### config.mk
export PLATFORM = sky130hd
export DESIGN_NAME = mfc_frame_sched
export DESIGN_NICKNAME = d
export VERILOG_FILES = /design/src/rtl/mfc_frame_sched.sv
export SDC_FILE = /design/constraint.sdc
export NUM_CORES = 1
export LEC_CHECK = 0
export ABC_CLOCK_PERIOD_IN_PS = 3700
export CAP_MARGIN = 10
export CELL_PAD_IN_SITES_DETAIL_PLACEMENT = 1
export CELL_PAD_IN_SITES_GLOBAL_PLACEMENT = 2
export CORE_MARGIN = 5
export CORE_UTILIZATION = 34
export DETAILED_ROUTE_END_ITERATION = 12
export DONT_BUFFER_PORTS = 1
export GPL_ROUTABILITY_DRIVEN = 0
export PLACE_DENSITY_LB_ADDON = 0.1
export SLEW_MARGIN = 40
export SYNTH_ARGS = -nofsm -noshare
export SYNTH_HDL_FRONTEND = slang
export SYNTH_SLANG_ARGS = --single-unit
### constraint.sdc
create_clock -name clk -period 3.7 [get_ports clk]
set_input_delay 1.11 -clock clk [delete_from_list [all_inputs] [get_ports clk]]
set_output_delay 1.11 -clock clk [all_outputs]
set_load 0.005 [all_outputs]
### src/rtl/mfc_frame_sched.sv
// Frame scheduler and single-port BRAM arbiter for the MFC sample buffer.
// Incoming samples fill a circular buffer; the framing engine reads overlapping frames out of it.
module mfc_frame_sched #(
    parameter int DWIDTH    = 30,
    parameter int AWIDTH    = 9,
    parameter int WORDS     = 400,
    parameter int FRAME_LEN = 240,
    parameter int HOP       = 80
) (
    input  logic              clk,
    input  logic              rst_n,
    input  logic              s_valid,
    output logic              s_ready,
    input  logic [DWIDTH-1:0] s_data,
    input  logic              frm_start,
    output logic              frm_avail,
    output logic              frm_busy,
    output logic              o_valid,
    output logic [DWIDTH-1:0] o_data,
    output logic [AWIDTH-1:0] o_idx,
    output logic              o_last,
    output logic [AWIDTH:0]   fill,
    output logic              bram_write,
    output logic [AWIDTH-1:0] bram_addr,
    output logic [DWIDTH-1:0] bram_wdata,
    input  logic [DWIDTH-1:0] bram_rdata
);

    localparam int WORDS_M1 = WORDS - 1;
    localparam int LAST_IDX = FRAME_LEN - 1;
    localparam int ONE      = 1;

    localparam logic [AWIDTH:0]   L_WORDS    = WORDS[AWIDTH:0];
    localparam logic [AWIDTH:0]   L_FRAME    = FRAME_LEN[AWIDTH:0];
    localparam logic [AWIDTH:0]   L_HOP      = HOP[AWIDTH:0];
    localparam logic [AWIDTH:0]   L_FILL_ONE = ONE[AWIDTH:0];
    localparam logic [AWIDTH-1:0] L_PTR_ONE  = ONE[AWIDTH-1:0];
    localparam logic [AWIDTH-1:0] L_PTR_MAX  = WORDS_M1[AWIDTH-1:0];
    localparam logic [AWIDTH-1:0] L_LAST     = LAST_IDX[AWIDTH-1:0];

    typedef enum logic [1:0] {
        IDLE,
        READ,
        DRAIN
    } state_t;

    state_t            r_state;
    logic [AWIDTH-1:0] r_wrPtr;
    logic [AWIDTH-1:0] r_base;
    logic [AWIDTH-1:0] r_idx;
    logic [AWIDTH:0]   r_fill;
    logic              r_oValid;
    logic              r_oLast;
    logic [AWIDTH-1:0] r_oIdx;

    logic              w_accept;
    logic              w_readIssue;
    logic              w_lastRead;
    logic              w_frmAvail;
    logic [AWIDTH:0]   w_addrSum;
    logic [AWIDTH:0]   w_addrWrap;
    logic [AWIDTH-1:0] w_rdAddr;
    logic [AWIDTH:0]   w_baseSum;
    logic [AWIDTH:0]   w_baseWrap;
    logic [AWIDTH-1:0] w_baseNext;
    logic [AWIDTH-1:0] w_wrPtrNext;

    // A write always wins the port; a pending read simply waits a cycle.
    assign w_accept    = s_valid && s_ready;
    assign w_readIssue = (r_state == READ) && !w_accept;
    assign w_lastRead  = (r_idx == L_LAST);
    assign w_frmAvail  = (r_state == IDLE) && (r_fill >= L_FRAME);

    assign w_addrSum  = {1'b0, r_base} + {1'b0, r_idx};
    assign w_addrWrap = w_addrSum - L_WORDS;
    assign w_rdAddr   = (w_addrSum >= L_WORDS) ? w_addrWrap[AWIDTH-1:0] : w_addrSum[AWIDTH-1:0];

    assign w_baseSum  = {1'b0, r_base} + L_HOP;
    assign w_baseWrap = w_baseSum - L_WORDS;
    assign w_baseNext = (w_baseSum >= L_WORDS) ? w_baseWrap[AWIDTH-1:0] : w_baseSum[AWIDTH-1:0];

    assign w_wrPtrNext = (r_wrPtr == L_PTR_MAX) ? '0 : r_wrPtr + L_PTR_ONE;

    assign s_ready    = (r_fill < L_WORDS);
    assign frm_avail  = w_frmAvail;
    assign frm_busy   = (r_state != IDLE);
    assign o_valid    = r_oValid;
    assign o_last     = r_oLast;
    assign o_idx      = r_oIdx;
    assign o_data     = bram_rdata;
    assign fill       = r_fill;
    assign bram_write = w_accept;
    assign bram_wdata = s_data;
    assign bram_addr  = w_readIssue ? w_rdAddr : r_wrPtr;

    always_ff @(posedge clk) begin
        if (!rst_n) begin
            r_state  <= IDLE;
            r_wrPtr  <= '0;
            r_base   <= '0;
            r_idx    <= '0;
            r_fill   <= '0;
            r_oValid <= 1'b0;
            r_oLast  <= 1'b0;
            r_oIdx   <= '0;
        end else begin
            if (w_accept) begin
                r_wrPtr <= w_wrPtrNext;
            end

            r_oValid <= w_readIssue;
            r_oLast  <= w_readIssue && w_lastRead;
            if (w_readIssue) begin
                r_oIdx <= r_idx;
            end

            case (r_state)
                IDLE: begin
                    if (frm_start && w_frmAvail) begin
                        r_state <= READ;
                        r_idx   <= '0;
                    end
                end
                READ: begin
                    if (w_readIssue) begin
                        r_idx <= r_idx + L_PTR_ONE;
                        if (w_lastRead) begin
                            r_state <= DRAIN;
                        end
                    end
                end
                DRAIN: begin
                    r_base  <= w_baseNext;
                    r_state <= IDLE;
                end
                default: begin
                    r_state <= IDLE;
                end
            endcase

            // Releasing a hop and accepting a sample can coincide in the drain cycle.
            if (r_state == DRAIN) begin
                r_fill <= w_accept ? (r_fill + L_FILL_ONE - L_HOP) : (r_fill - L_HOP);
            end else if (w_accept) begin
                r_fill <= r_fill + L_FILL_ONE;
            end
        end
    end

endmodule

# Word level (Yosys, flattened, before mapping)
# Cells that the tools add are included.
# totals
register_bits	50
inputBits	64
out_inout_bits	94
word_cells	54
# classes
n_addsub	9
magnitude_cmp	4
eq_ne	7
n_mux	14
reduce_logical	12
# ops
operator	count
9-bit two-way mux	6
10-bit two-way mux	3
10-bit by 9-bit >= comparator with 1-bit output, second input constant	2
10-bit by 7-bit subtractor with 10-bit output, second input constant	2
9-bit by 1-bit adder with 9-bit output, second input constant	2
9-bit one-hot mux with 2 select lines	1
9-bit subtractor, second input constant	2
10-bit by 1-bit adder with 10-bit output, second input constant	1
9-bit by 7-bit adder with 10-bit output, second input constant	1
9-bit by 9-bit adder with 10-bit output	1
10-bit by 8-bit >= comparator with 1-bit output, second input constant	1
10-bit by 9-bit less-than comparator with 1-bit output, second input constant	1
9-bit by 8-bit equality test with 1-bit output, second input constant	1
9-bit equality test, second input constant	1
2-bit two-way mux	3
3-bit AND reduction	2
2-bit nonzero test	3
1-bit logical AND	5
2-bit inequality test, second input constant	2
2-bit one-hot mux with 2 select lines	1
2-bit by 1-bit equality test with 1-bit output, second input constant	1
2-bit equality test, second input constant	1
2-bit logical NOT	1
2-bit by 1-bit inequality test with 1-bit output, second input constant	1
1-bit logical NOT	1

# Longest topological paths before layout
# Gate-level depths: netlist of the first run.
# depth
ltp_word	6
mapped_depth	9
depth_no_buf	9

# Worst setup path after synthesis of the first run
# OpenSTA, ideal clock, no wires.
# synth_timing
path_type	reg2out
from	register r_idx[4]
to	output bram_addr[6]
arrival_time_ps	2210
required_ps	2590
path_slack_ps	380
path_stages_with_launch	10
path_buffers	0
cell_sequence	dfxtp_1 ha_1 fa_1 inv_1 ha_1 nand2_1 o311ai_1 a31oi_1 o21a_1 o31ai_1
# synth_between
elab_chain_len	4
word_cells_on_any_way	5
cone_classes	2 x add/sub; 1 x order compare; 2 x mux
# synth_lines
element	line_no	source
start, declared	50	logic [AWIDTH-1:0] r_idx;
start signal, assigned	126	r_idx <= r_idx + L_PTR_ONE;
9-bit by 9-bit adder with 10-bit output *	74	assign w_addrSum = {1'b0, r_base} + {1'b0, r_idx};
9-bit subtractor / 10-bit by 9-bit >= comparator with 1-bit output (equally long branches)	75, 76	
9-bit two-way mux *	76	assign w_rdAddr = (w_addrSum >= L_WORDS) ? w_addrWrap[AWIDTH-1:0] : w_addrSum[AWIDTH-1:0];
9-bit two-way mux *	94	assign bram_addr = w_readIssue ? w_rdAddr : r_wrPtr;
end, declared	24	output logic [AWIDTH-1:0] bram_addr,
# Every way passes the cells marked *; elsewhere a longest branch is shown, timed or not.

# Worst setup path in the final report of the first run
# Ends and elaborated chain as after synthesis.

==> metrics.yaml, run 1 <==
route:
  post_drt_via_cell_ratio: 5.27
  dr.pass1.iters: 4
  wl_per_cell_um: 17.5
  drt_iter0_drc: 66
  routed_wl_mm: 8.10
  vias: 2440
  ant_nets: 0
  drc: 0
finish:
  drive_above_1_share: 0.146
  fin_nets: 434
  final_cell_mix: "nand2_1 (51), dfxtp_1 (44), nor2_1 (41)"
  final_common_cell: "nand2_1"
  diodes: 0
  multi_input_area_mm2: 0.00175
  regArea_um2: 923
  fill_cells: 1073
  area_growth_pct: 2.29
synthesis:
  synth.distinct_cells: 51
  async_reset_ff_frac: 0
  synth_warnings: 0
  syn_avg_cell_area_um2: 7.83
  netlist_instances: 397
  synth_seq_cells: 46
  synth_nets: 477
  synth-edff-count: 0
  syn_area_mm2: 0.00311
  ys.flop_type: "dfxtp_1"
  ys_seq_area_frac: 0.296
clock_tree:
  clock_path_buffers: 2
  clk_latency_ns: 0.30
  cts_sinks: 46
  hold_buffers: 0
  cts-root-buf: "clkbuf_8"
  cts_tree: "yes"
  htreeDepth: 2
  clk_pin_slew_worst_paths_ns: 0.09
  cts_buffers: 5
floorplanning:
  start_util: 0.353
  io_pins: 158
  die_h_um: 106
  core_area_mm2: 0.00881
  dieArea_mm2: 0.0112
  die_x_um: 106
  rows: 34
timing:
  hold_viol: 0
  setup_viol: 0
  fmax_mhz: 275
  skew_ns: 0.00748
  rsz0062_at_grt: "true"
  drv_slew: 0
  setup_tns_ns: 0
  worstMarginPinSlew_ns: 0.623
  holdWs_ns: 0.479
  relSlewSlack: 0.578
  fin_crit_sh: 0.983
  period_needed_ns: 3.64
placed_design:
  port_buffers: 0
  hpwlAfterDp_mm: 6.04
power:
  p_sw_frac: 0.211
  p_sw_uw: 209
  ir_drop_uv: 158
  p_clk_frac: 0.457
  power_density_mw_per_mm2: 311
  p_leak_nw: 1.23
  p_total_uw: 989
  p_comb_frac: 0.029
  seq_power_share: 0.513
  power.internal_uw: 780
global_route:
  overflow: 0
  grt_pass1_wl_mm: 13.4
  grt_use_total: 0.146
  grt_start_max_net_pins: 29
  antenna_found_initial: 0
  grt_pass1_vias: 2495
critical_path:
  critPathLaunch: "r_idx[4]"
  worstPathRequired_ns: 2.59
  crit_fanout: 5
  rr_worst_depth: 7
  arrival_ns: 2.53
  endpoint: "bram_addr[6]"
  crit_path_end_kind: "output pin"
  r2r-start: "fill[4]"
  rr_endpoint: "r_wrPtr[6]"
  critPathLaunchType: "flip-flop"
  r2r_slack_ns: 1.26
  critical_path_class: "reg2out"
min_path:
  holdCritPathClass: "reg2reg"
run_status:
  run_status: "complete, no violations"
run:
  cap_violations: 0
flip-flops by register name, indices dropped and copies added (netlist names):
name / flops
r_state: 2
o_valid: 1
o_idx: 9
fill: 10
r_idx: 9
o_last: 1
r_wrPtr: 9
r_base: 5
power by group through the flow:
stage | Combinational [mW] | Sequential [mW] | Clock [mW]
after floorplan | 0.0757 | 0.517 | 0
after global placement | 0.0300 | 0.519 | 0
after detailed placement | 0.0304 | 0.519 | 0
after CTS | 0.0305 | 0.508 | 0.473
after global routing | 0.0340 | 0.509 | 0.490
final | 0.0290 | 0.508 | 0.452
per-layer routing:
metal | GRT usage | part of all wire
met1 | 0.195 | 0.48
met2 | 0.233 | 0.45
met3 | 0.0446 | 0.069
met4 | 0.0342 | 0.0065
met5 | 0 | 0
timing repair:
| item | in CTS | in global routing |
|---|---|---|
| setup endpoints to repair | 3 | 4 |
| gates cloned | 0 | 0 |
| buffers inserted | 6 | 0 |
| pin swaps | 7 | 9 |
| gates resized for setup | 12 | 11 |
logic make-up after synthesis:
kind of cell | after synthesis | synth area share
AND/OR/NAND/NOR | 149 | 0.227
AO/OA/AOI/OAI | 67 | 0.140
XOR/XNOR | 25 | 0.0705
multiplexers | 6 | 0.0197
buffers and inverters | 88 | 0.179
adder cells (fa/ha/maj) | 16 | 0.0668
flip-flops | 46 | 0.296
worst max-delay path, cell delays in order (launching register included):
cell and delay, ns:
dfxtp_2 0.34, ha_4 0.16, fa_1 0.44, inv_2 0.13
ha_4 0.15, nand2_4 0.04, o311ai_4 0.27, a31oi_4 0.15
o21a_1 0.23, o31ai_2 0.17, buf_4 0.14
worst min-delay path by stage:
stage               startpoint        to  depth (start not counted)  slack (ns)
CTS                   o_idx[8]  o_idx[8]                          2        0.48
detailed placement    o_idx[8]  o_idx[8]                          2        0.47
floorplan             o_idx[0]  o_idx[0]                          2        0.45
global placement      o_idx[1]  o_idx[1]                          2        0.47
global route          o_idx[8]  o_idx[8]                          2        0.50
finish                o_idx[8]  o_idx[8]                          2        0.48
synthesized netlist by cell type, drive strengths merged (6+ instances only):
cell type | count | area, um2
a21oi | 24 | 120
and3 | 7 | 43.8
buf | 61 | 455
clkbuf | 13 | 48.8
dfxtp | 46 | 921
ha | 15 | 188
inv | 13 | 48.8
nand2 | 52 | 195
nand3 | 9 | 45.0
nand4 | 7 | 43.8
nor2 | 41 | 154
nor3 | 11 | 66.3
o21ai | 11 | 55.1
xnor2 | 19 | 166
xor2 | 6 | 52.6
through the flow:
stage               std cells  utilization  setup WS [ns]  cell area (um2)
floorplan                 397            -          0.380             3110
global placement          449        0.327          0.190             2880
detailed placement        449        0.327          0.172             2880
CTS                       463        0.355        -0.0116             3130
global route              463        0.361        -0.0506             3180
finish                    463        0.361         0.0631             3180
layout make-up:
type	instances	share of cell area
Multi-Input combinational cell	263	0.551
Sequential cell	46	0.290
Timing Repair Buffer	24	0.0567
Tap cell	108	0.0425
Clock buffer	5	0.0216
Clock inverter	3	0.0216
Inverter	14	0.0165
(Power assumes the default switching activity.)
==> run 2, diff against run 1 <==
--- a/config.mk
+++ b/config.mk
@@ -9,7 +9,7 @@
 export CAP_MARGIN = 10
 export CELL_PAD_IN_SITES_DETAIL_PLACEMENT = 1
 export CELL_PAD_IN_SITES_GLOBAL_PLACEMENT = 2
-export CORE_MARGIN = 5
+export CORE_MARGIN = 3
 export CORE_UTILIZATION = 34
 export DETAILED_ROUTE_END_ITERATION = 12
 export DONT_BUFFER_PORTS = 1
==> metrics.yaml, run 2 (synthesis results as in run 1) <==
critical_path:
  slowest_stage: "fa_1"
  path_buf_inv: 2
  critPathMaxStageDelay_ns: 0.45
  cp_top_family: "compound AO/OA/AOI/OAI gates"
  crit_chain: "ha_4 -> fa_1 -> inv_2 -> ha_4 -> nand2_4 -> o311ai_4 -> a31oi_4 -> o21a_1 -> o31ai_1 -> buf_4"
  crit_fanout: 5
  crit_path_end_kind: "output pin"
  arrival_ns: 2.53
  critPathLaunchType: "flip-flop"
  critical_path_class: "reg2out"
  worstPathRequired_ns: 2.59
  crit_top_cell: "ha_4"
finish:
  largest_reg_flops: 10
  final_util: 0.351
  drive_above_1_share: 0.124
  final_common_cell: "nand2_1"
  fill_cells: 1062
  fin_nets: 427
  final_cell_mix: "nand2_1 (51), dfxtp_1 (43), nor2_1 (41)"
  diodes: 0
  area_growth_pct: -0.644
route:
  post_drt_via_cell_ratio: 5.32
  wl_per_cell_um: 17.1
  drc: 0
  vias: 2425
  routed_wl_mm: 7.82
  drt_iter0_drc: 71
  dr.pass1.iters: 4
  ant_nets: 0
timing:
  relSlewSlack: 0.589
  drv_slew: 0
  setup_viol: 0
  skew_ns: 0.00915
  rsz0062_at_grt: "true"
  period_needed_ns: 3.64
  fin_crit_sh: 0.985
  fmax_mhz: 275
  hold_viol: 0
  worstMarginPinSlew_ns: 0.606
  final.setup.worst_slack_ns: 0.0571
clock_tree:
  clock_path_buffers: 2
  clk_pin_slew_worst_paths_ns: 0.10
  cts-root-buf: "clkbuf_8"
  clk_latency_ns: 0.31
  cts_sinks: 46
  htreeDepth: 2
  hold_buffers: 0
  cts_tree: "yes"
  cts_buffers: 5
power:
  ir_drop_uv: 121
  seq_power_share: 0.589
  p_comb_frac: 0.035
  p_sw_uw: 214
  power.internal_uw: 646
  p_leak_nw: 1.17
  p_clk_frac: 0.376
  power_density_mw_per_mm2: 279
  p_sw_frac: 0.249
global_route:
  grt_use_total: 0.158
  grt_pass1_wl_mm: 13.0
  grt_start_max_net_pins: 21
  grt_pass1_vias: 2437
  overflow: 0
  antenna_found_initial: 0
floorplanning:
  rows: 34
  core_area_mm2: 0.00881
  start_util: 0.353
  die_h_um: 102
  die_x_um: 102
  io_pins: 158
  dieArea_mm2: 0.0103
run:
  cap_violations: 0
placed_design:
  hpwlAfterDp_mm: 5.97
  dp_slack_ns: 0.00177
  port_buffers: 0
run_status:
  run_status: "complete, no violations"
min_path:
  holdCritPathClass: "reg2reg"
run 2: metrics by stage:
step | TNS [ns] | cells | total power, mW | area, um2 | hold slack (ns)
after floorplan | 0 | 397 | 0.593 | 3110 | 0.453
after global placement | 0 | 445 | 0.550 | 2860 | 0.468
after detailed placement | 0 | 445 | 0.551 | 2860 | 0.476
after CTS | -0.0577 | 456 | 0.881 | 3060 | 0.491
after global routing | -0.164 | 456 | 0.906 | 3090 | 0.505
final | 0 | 456 | 0.860 | 3090 | 0.482
run 2: final cells by class:
| class | count | area [um2] | area share |
|---|---|---|---|
| multi-input cells | 263 | 1740 | 0.562 |
| clock buffers | 5 | 68.8 | 0.0223 |
| clock inverters | 3 | 25.0 | 0.00810 |
| flip-flops and latches | 46 | 927 | 0.300 |
| repair buffers | 17 | 144 | 0.0466 |
| inverters | 14 | 52.6 | 0.0170 |
| well taps | 108 | 135 | 0.0438 |
run 2: per-layer routing:
metal | vias up | global-route usage | share of wire
met5 | - | 0 | 0
met4 | 0 | 0.0481 | 0.0086
met3 | 19 | 0.0468 | 0.063
met2 | 55 | 0.239 | 0.45
met1 | 1150 | 0.217 | 0.48
li1 | 1201 | - | -
run 2: path summary, 6_finish.rpt:
kind                                     end  startpoint  depth (start not counted)  slack, ns
worst max-delay path            bram_addr[6]   r_base[4]                         10       0.06
worst min-delay path                o_idx[1]    o_idx[1]                          2       0.48
worst max register to register    r_wrPtr[5]     fill[4]                          7       1.25
worst min register to register      o_idx[1]    o_idx[1]                          2       0.48
run 2: power groups by stage:
| stage | clock, mW | combinational [mW] | sequential (mW) |
|---|---|---|---|
| after floorplan | 0 | 0.0757 | 0.517 |
| after global placement | 0 | 0.0303 | 0.520 |
| after detailed placement | 0 | 0.0312 | 0.519 |
| after CTS | 0.342 | 0.0315 | 0.507 |
| after global routing | 0.363 | 0.0344 | 0.509 |
| final | 0.323 | 0.0300 | 0.507 |
run 2: worst min-delay path: stages, from the launching register on:
cell	delay, ns
dfxtp_1	0.33
nand2_1	0.06
a21oi_1	0.05
run 2: timing repair:
item,in CTS,in global routing
gates cloned,0,0
setup buffers,3,0
endpoints found under the setup margin,3,3
gates resized for setup,16,6
pin swaps,8,6
